<file path="src/rtl/btn_debounce_bank_pkg.sv">
// Shared defaults and width helper for the button debounce bank.
package btn_pkg;

    localparam int unsigned DEF_TICK_DIV     = 32'd10000;
    localparam int unsigned DEF_STABLE_TICKS = 32'd4;
    localparam int unsigned DEF_REPEAT_DELAY = 32'd50;
    localparam int unsigned DEF_REPEAT_RATE  = 32'd10;

    // Counter width for a 0..n-1 range; never narrower than one bit.
    function automatic int unsigned cnt_w(input int unsigned n);
        int unsigned w;
        w = $clog2(n);
        return (w < 32'd1) ? 32'd1 : w;
    endfunction

endpackage

</file>
<file path="src/rtl/btn_debounce_bank_channel.sv">
// One debounce channel: 2-flop synchroniser, tick-driven stability filter,
// edge pulses and (with BTN_DEBOUNCE_REPEAT_EN) auto-repeat on held presses.
module btn_channel
    import btn_pkg::*;
#(
    parameter int unsigned STABLE_TICKS = DEF_STABLE_TICKS
`ifdef BTN_DEBOUNCE_REPEAT_EN
    ,
    parameter int unsigned REPEAT_DELAY = DEF_REPEAT_DELAY,
    parameter int unsigned REPEAT_RATE  = DEF_REPEAT_RATE
`endif
) (
    input  logic clk,
    input  logic rst_n,
    input  logic i_tick,
    input  logic i_btn,
    output logic o_level,
    output logic o_press,
    output logic o_release
);

    localparam int unsigned SW = cnt_w(STABLE_TICKS);
    localparam logic [SW-1:0] STAB_LAST = SW'(STABLE_TICKS - 32'd1);

    logic          r_sync1;
    logic          r_sync2;
    logic [SW-1:0] r_stab_cnt;
    logic          r_level;
    logic          r_press;
    logic          r_release;

    logic [SW-1:0] w_stab_nxt;
    logic          w_level_nxt;
    logic          w_rise;
    logic          w_fall;
    logic          w_press_nxt;

    // Stability filter: a differing sample must persist STABLE_TICKS ticks.
    always_comb begin
        w_stab_nxt  = r_stab_cnt;
        w_level_nxt = r_level;
        w_rise      = 1'b0;
        w_fall      = 1'b0;
        if (i_tick) begin
            if (r_sync2 == r_level) begin
                w_stab_nxt = {SW{1'b0}};
            end else if (r_stab_cnt == STAB_LAST) begin
                w_level_nxt = r_sync2;
                w_stab_nxt  = {SW{1'b0}};
                w_rise      = r_sync2;
                w_fall      = ~r_sync2;
            end else begin
                w_stab_nxt = r_stab_cnt + SW'(1);
            end
        end else begin
            w_stab_nxt = r_stab_cnt;
        end
    end

`ifdef BTN_DEBOUNCE_REPEAT_EN
    localparam int unsigned REP_MAX = (REPEAT_DELAY > REPEAT_RATE) ? REPEAT_DELAY : REPEAT_RATE;
    localparam int unsigned RW = cnt_w(REP_MAX);
    localparam logic [RW-1:0] DELAY_LAST = RW'(REPEAT_DELAY - 32'd1);
    localparam logic [RW-1:0] RATE_LAST  = RW'(REPEAT_RATE - 32'd1);

    logic [RW-1:0] r_rep_cnt;
    logic          r_rep_rate;
    logic [RW-1:0] w_rep_cnt_nxt;
    logic          w_rep_rate_nxt;
    logic          w_rep_fire;

    // Repeat timer: first period is REPEAT_DELAY ticks, then REPEAT_RATE; a
    // release tick always wins so the two pulses never coincide.
    always_comb begin
        w_rep_cnt_nxt  = r_rep_cnt;
        w_rep_rate_nxt = r_rep_rate;
        w_rep_fire     = 1'b0;
        if (!r_level || w_fall) begin
            w_rep_cnt_nxt  = {RW{1'b0}};
            w_rep_rate_nxt = 1'b0;
        end else if (i_tick) begin
            if (r_rep_cnt == (r_rep_rate ? RATE_LAST : DELAY_LAST)) begin
                w_rep_fire     = 1'b1;
                w_rep_cnt_nxt  = {RW{1'b0}};
                w_rep_rate_nxt = 1'b1;
            end else begin
                w_rep_cnt_nxt = r_rep_cnt + RW'(1);
            end
        end else begin
            w_rep_cnt_nxt = r_rep_cnt;
        end
        w_press_nxt = w_rise | w_rep_fire;
    end

    // Repeat timer state.
    always_ff @(posedge clk or negedge rst_n) begin
        if (!rst_n) begin
            r_rep_cnt  <= {RW{1'b0}};
            r_rep_rate <= 1'b0;
        end else begin
            r_rep_cnt  <= w_rep_cnt_nxt;
            r_rep_rate <= w_rep_rate_nxt;
        end
    end
`else
    assign w_press_nxt = w_rise;
`endif

    // Synchroniser, filter state and registered pulses.
    always_ff @(posedge clk or negedge rst_n) begin
        if (!rst_n) begin
            r_sync1    <= 1'b0;
            r_sync2    <= 1'b0;
            r_stab_cnt <= {SW{1'b0}};
            r_level    <= 1'b0;
            r_press    <= 1'b0;
            r_release  <= 1'b0;
        end else begin
            r_sync1    <= i_btn;
            r_sync2    <= r_sync1;
            r_stab_cnt <= w_stab_nxt;
            r_level    <= w_level_nxt;
            r_press    <= w_press_nxt;
            r_release  <= w_fall;
        end
    end

    assign o_level   = r_level;
    assign o_press   = r_press;
    assign o_release = r_release;

endmodule

</file>
<file path="src/rtl/btn_debounce_bank.sv">
// N_CH-channel button debouncer with a shared sample tick.
// Optional auto-repeat is built when BTN_DEBOUNCE_REPEAT_EN is defined.
module btn_debounce_bank
    import btn_pkg::*;
#(
    parameter int unsigned N_CH         = 32'd4,
    parameter int unsigned TICK_DIV     = DEF_TICK_DIV,
    parameter int unsigned STABLE_TICKS = DEF_STABLE_TICKS,
    parameter int unsigned REPEAT_DELAY = DEF_REPEAT_DELAY,
    parameter int unsigned REPEAT_RATE  = DEF_REPEAT_RATE
) (
    input  logic            clk,
    input  logic            rst_n,
    input  logic [N_CH-1:0] btn_in,
    output logic [N_CH-1:0] btn_level,
    output logic [N_CH-1:0] btn_press,
    output logic [N_CH-1:0] btn_release
);

    localparam int unsigned TW = cnt_w(TICK_DIV);
    localparam logic [TW-1:0] TICK_LAST = TW'(TICK_DIV - 32'd1);

    logic [TW-1:0] r_tick_cnt;
    logic          w_tick;

    assign w_tick = (r_tick_cnt == TICK_LAST);

    // Free-running tick divider shared by every channel.
    always_ff @(posedge clk or negedge rst_n) begin
        if (!rst_n) begin
            r_tick_cnt <= {TW{1'b0}};
        end else if (w_tick) begin
            r_tick_cnt <= {TW{1'b0}};
        end else begin
            r_tick_cnt <= r_tick_cnt + TW'(1);
        end
    end

    for (genvar g = 0; g < N_CH; g++) begin : g_ch
        btn_channel #(
            .STABLE_TICKS (STABLE_TICKS)
`ifdef BTN_DEBOUNCE_REPEAT_EN
            ,
            .REPEAT_DELAY (REPEAT_DELAY),
            .REPEAT_RATE  (REPEAT_RATE)
`endif
        ) u_ch (
            .clk       (clk),
            .rst_n     (rst_n),
            .i_tick    (w_tick),
            .i_btn     (btn_in[g]),
            .o_level   (btn_level[g]),
            .o_press   (btn_press[g]),
            .o_release (btn_release[g])
        );
    end

endmodule
</file>
<file path="config.mk">
export PLATFORM = sky130hd
export DESIGN_NAME = btn_debounce_bank
export DESIGN_NICKNAME = d
export VERILOG_FILES = /design/src/rtl/btn_debounce_bank_pkg.sv /design/src/rtl/btn_debounce_bank_channel.sv /design/src/rtl/btn_debounce_bank.sv
export SDC_FILE = /design/constraint.sdc
export NUM_CORES = 1
export LEC_CHECK = 0
export ABC_AREA = 0
export BUFFER_PORTS_ARGS = -buffer_cell sky130_fd_sc_hd__buf_2
export CORE_UTILIZATION = 45
export DETAILED_ROUTE_END_ITERATION = 12
export PLACE_DENSITY = 0.76
export REMOVE_ABC_BUFFERS = 1
export SLEW_MARGIN = 10
export SYNTH_ARGS = -nofsm -noshare
export SYNTH_HDL_FRONTEND = slang
export SYNTH_HIERARCHICAL = 1
export SYNTH_SLANG_ARGS = --single-unit
</file>
<file path="constraint.sdc">
create_clock -name clk -period 2.9 [get_ports clk]
set_input_delay 0.29 -clock clk [delete_from_list [all_inputs] [get_ports clk]]
set_output_delay 0.29 -clock clk [all_outputs]
set_load 0.1 [all_outputs]
</file>
* After elaboration in Yosys (flattened, before gate mapping)
Index checks and enable logic that the tools add are counted.
** Operators by class
- Add/sub/neg operators :: 5
- Multiply operators :: 0
- Divide/modulo/power cells :: 0
- Magnitude comparators :: 0
- Eq/ne operators :: 9
- Shift operators :: 0
- Multiplexer cells :: 33
- Bitwise operators :: 8
- Reductions and logical operators :: 4
** Operators by type and width (number)
- $mux 1 :: 24
- $mux 2 :: 8
- $add 14x1->14 const B :: 1
- $eq 14x14->1 const B :: 1
- $mux 14 :: 1
- $reduce_and 3->1 :: 4
- $add 2x1->2 const B :: 4
- $eq 2x2->1 const B :: 4
- $not 1->1 :: 8
- $eq 1x1->1 :: 4
** Storage, ports and cells
- Register bits after elaboration :: 42
- Latch bits :: 0
- RAM bits :: 0
- Bits in read-only memories :: 0
- Bits of input ports :: 6
- Output and inout bits :: 12
- Logic and storage cells :: 84
- Memories kept :: 0

* Logic depth before layout (Yosys ltp)
- Depth after elaboration :: 4
- Depth in mapped cells :: 5
- Depth with buffers taken out :: 5

* By module
The synthesis kept the hierarchy.
** Modules (own cells, without submodules)
- btn_channel :: instances 4, cells an instance 19, area an instance 259.0 um^2, seq. area each 175.2 um^2
- btn_debounce_bank :: instances 1, cells an instance 62, area an instance 668.1 um^2, seq. area each 350.3 um^2

* Worst setup path after synthesis
No wires, ideal clock.
- Kind :: register to register
- Start point :: reg r_tick_cnt[11]
- End point :: reg g_ch[0].u_ch.r_level
- Setup time :: 0.126 ns
- Arrival time :: 2.872 ns
- Required time :: 2.774 ns
- Path slack :: -0.099 ns
- Stages on the path, launching flop included :: 5
- Path buffers :: 0
- Period minus slack after synthesis :: 2.999 ns
- Cell sequence :: dfrtp_1 or4b_4 nor4_1 nand2_1 mux2_2
** On the way
- Longest elaborated chain between the ends :: 2
** RTL lines
- start, declared :: line btn_debounce_bank.sv:23 : logic [TW-1:0] r_tick_cnt;
- start signal, assigned :: line btn_debounce_bank.sv:31 : r_tick_cnt <= {TW{1'b0}};
- start signal, assigned :: line btn_debounce_bank.sv:33 : r_tick_cnt <= {TW{1'b0}};
- start signal, assigned :: line btn_debounce_bank.sv:35 : r_tick_cnt <= r_tick_cnt + TW'(1);
- $eq 14x14->1 :: line btn_debounce_bank.sv:26 : assign w_tick = (r_tick_cnt == TICK_LAST);
- named net w_tick :: line btn_debounce_bank.sv:24 : logic w_tick;
- $reduce_and 3->1 (no source line)
- end signal, assigned :: line btn_debounce_bank_channel.sv:122 : r_level <= w_level_nxt;
- end, declared :: line btn_debounce_bank_channel.sv:28 : logic r_level;
The timed path passes the listed nets, and every way through them passes these cells.
A chain may end at the register's enable or synchronous reset.

* Final worst setup path
- Start point :: reg r_tick_cnt[0]
- End point :: reg g_ch[1].u_ch.r_stab_cnt[0]
** On the way
- Longest elaborated chain between the ends :: 1
** RTL lines
- $eq 14x14->1 :: line btn_debounce_bank.sv:26
- named net w_tick :: line btn_debounce_bank.sv:24
- end signal, assigned :: line btn_debounce_bank_channel.sv:114 : r_stab_cnt <= {SW{1'b0}};
- end signal, assigned :: line btn_debounce_bank_channel.sv:121 : r_stab_cnt <= w_stab_nxt;
- end, declared :: line btn_debounce_bank_channel.sv:27 : logic [SW-1:0] r_stab_cnt;
The timed path passes the listed nets, and every way through them passes these cells.

==> run_results.csv <==
group,metric,value,unit
synth,yosys_warnings,6,
floorplanning,die_area,4040,µm²
floorplanning,core,3470,µm²
synth,synthFlopType,"dfrtp_1",
outcome,status,"finished, final reports clean",
finish,regArea,1050,µm²
sta,max_freq,0.469,GHz
power_and_ir_drop,p_leak,0.953,nW
clocking,htree_levels,2,
setup_path,required,3.10,ns
clocking,clockRootBuffer,"clkbuf_8",
synth,synth_edf_count,0,
synth,synthTopCellsByArea,"dfrtp_1, ha_1, xnor2_1",
power_and_ir_drop,sequentialPowerShare,56.7,%
placement,globalplace.congestion,0.747,
detailed_routing,via_count,1108,
power_and_ir_drop,p_per_area,531,nW/µm²
sta,hold_viol,0,
placement,place_hpwl,1.97,mm
synth,yosysTopAreaCell,"dfrtp_1",
finish,mostFrequentLayoutCells,"dfrtp_1, buf_2, nand2_1, nor2_1, inv_1",
synth,synth_area,1700,µm²
global_route,grt.total_usage,15.5,%
clocking,postCtsSetupRepairBufs,0,
global_route,grt_pass1_wl,4.68,mm
power_and_ir_drop,vdd_drop_max,0.373,mV
clocking,cts-resized-gates,0,
sta,rsz0062_at_grt,"no",
sta,slew_violations,0,
setup_path,path_cells,"ha_1 > nand3_1 > nor4_2 > buf_4 > or3b_1 > o22ai_1",
synth,yosysSeqAreaShare,61.7,%
finish,final_area,1970,µm²
power_and_ir_drop,p_comb_share,1.7,%
detailed_routing,drt_iter0_markers,26,
clocking,cts_hold_buf,0,
placement,dpl_cell_area,1870,µm²
detailed_routing,drt_wl_total,2.70,mm
setup_path,critPathMaxStageDelay,0.42,ns
synth,ys_async_sr_fraction,100,%
setup_path,r2r_start,"r_tick_cnt[0]$_DFF_PN0_",
setup_path,startpoint,"r_tick_cnt[0]$_DFF_PN0_",
sta,max_slew_margin,40.6,%
synth,avgSynthCellArea,12.3,µm²
sta,min_period,2.13,ns
setup_path,cp.arrival,2.33,ns
setup_path,critPathCaptureType,"flop",
detailed_routing,drt_first_pass_iters,4,
global_route,grt_pass1_vias,1075,
clocking,cts_tree,"done",
floorplanning,rows,21,
synth,synth_cell_types,23,
worst_hold_path,worstHoldStart,"btn_in[2]",
setup_path,crit_path_start_kind,"flop",
detailed_routing,wl_per_cell,12.8,µm
synth,synth_top_area_share,61.7,%
floorplanning,num_io_pins,18,
power_and_ir_drop,switching_share,18.6,%
detailed_routing,route.detailed.drc,0,
job,maxCapViolCount,0,
finish,area_growth,15.9,%
global_route,grt_max_degree,43,
detailed_routing,antenna_left,0,
floorplanning,die_width,63.5,µm
detailed_routing,via_per_inst,5.25,
setup_path,path_max_fanout,10,
sta,fin_crit_sh,73.5,%
setup_path,ff2ff_path_depth,6,
clocking,clockBufferDepth,2,
worst_hold_path,min_path_cells,1,
sta,finalClockSkew,0.00684,ns
power_and_ir_drop,switching_power,0.194,mW
clocking,numCtsBuffers,5,
finish,final_common_cell,"dfrtp_1",
power_and_ir_drop,clockPowerShare,41.5,%
power_and_ir_drop,finalPower,1.05,mW
setup_path,rrSetupSlack,0.77,ns
worst_hold_path,hold_path_class,"in -> reg",
setup_path,slowest_stage,"dfrtp_1",
global_route,grt_remaining_overflow,0,
floorplanning,start_util,49.1,%
clocking,cts_sinks,42,
synth,synth-seq-cells,42,
finish,multi_input_comb_area,626,µm²
sta,setup_viol,0,
finish,layout-drive-gt1-share,19.4,%
global_route,antenna_found_initial,0,
setup_path,critPathKind,"reg -> reg",
clocking,clock_latency,0.29,ns
finish,num-fill-cells,320,
clocking,clk_pin_slew,0.07,ns
synth,syn-instance-count,138,
finish,diodes,0,
finish,fin_nets,176,
power_and_ir_drop,power.internal,0.854,mW
placement,portBuffers,17,
sta,worst_slew_pin_slew,0.890,ns
floorplanning,die_y,63.5,µm
-- power by group through the flow --
stage               combinational [mW]  sequential [mW]  clock, mW
CTS                             0.0192            0.595      0.454
finish                          0.0182            0.595      0.435
detailed placement              0.0192            0.606          0
global route                    0.0213            0.595      0.475
global placement                0.0185            0.606          0
floorplan                      0.00414            0.605          0
-- synth_stat cells, types with 2 or more instances --
cell,n
or3_1,2
nand2_1,12
nor3_1,3
or3b_1,4
xor2_1,7
dfrtp_1,42
nand3_1,5
o22ai_1,8
nor4_1,2
inv_1,9
nor2_1,9
nand4_1,3
mux2_2,4
xnor2_1,7
nor3b_1,8
ha_1,6
-- cell families after synthesis --
group / count (synthesis) / share of synthesized area (%)
compound gates: 11 / 3.96
xor+xnor: 14 / 7.20
fa+ha+maj: 6 / 4.41
buf+inv: 9 / 1.98
flops: 42 / 61.7
mux: 5 / 3.23
simple gates: 51 / 17.5
-- per-stage QoR --
stage / instances / setup slack (ns) / setup TNS [ns] / hold slack (ns) / util, %
2_1_floorplan: 138 / -0.0985 / -0.418 / -0.00559 / -
3_3_place_gp: 203 / 0.939 / 0 / 0.333 / 53.9
3_5_place_dp: 203 / 0.795 / 0 / 0.336 / 53.9
4_1_cts: 211 / 0.779 / 0 / 0.0930 / 56.9
5_1_grt: 211 / 0.652 / 0 / 0.0857 / 56.9
6_report: 211 / 0.769 / 0 / 0.104 / 56.9
-- sequential cells by signal (all words and copies together) (netlist names) --
register,count
g_ch.u_ch/r_sync1,4
g_ch.u_ch/r_stab_cnt,8
r_tick_cnt,14
g_ch.u_ch/r_sync2,4
g_ch.u_ch/o_level,4
g_ch.u_ch/o_press,4
g_ch.u_ch/o_release,4
-- worst max-delay path: cells and delay by family (launching register included) --
kind	cells	cell delay [ns]
and+or+nand+nor	3	1.02
adders and majority gates	1	0.22
DFF	1	0.42
buffers and inverters	1	0.22
AOI/OAI and AO/OA	1	0.16
-- final timing paths --
| check | to |
|---|---|
| min in group asynchronous | g_ch[2].u_ch/o_level$_DFFE_PN0P_ |
| setup reg to reg | g_ch[1].u_ch/r_stab_cnt[0]$_DFFE_PN0P_ |
| hold / removal | g_ch[2].u_ch/r_sync1$_DFF_PN0_ |
| hold reg to reg | g_ch[3].u_ch/r_sync2$_DFF_PN0_ |
| setup / recovery | g_ch[1].u_ch/r_stab_cnt[0]$_DFFE_PN0P_ |
| max in group asynchronous | r_tick_cnt[6]$_DFF_PN0_ |
-- area by class of cell --
type | count | share of cell area (%)
well taps | 46 | 2.92
multi-input cells | 87 | 31.7
inverters | 9 | 1.71
clock buffers | 7 | 3.87
repair buffers | 19 | 5.07
clock inverters | 1 | 1.52
flip-flops and latches | 42 | 53.2
-- metal layers --
metal  wire length, µm  vias to the layer above  track usage, %
met5                 0                        -               0
met4                67                        0            8.52
met3               105                        7            5.43
met2              1460                       19            26.2
met1              1070                      556            16.8
li1                  -                      526               -
Power figures use the tool's default switching activity.
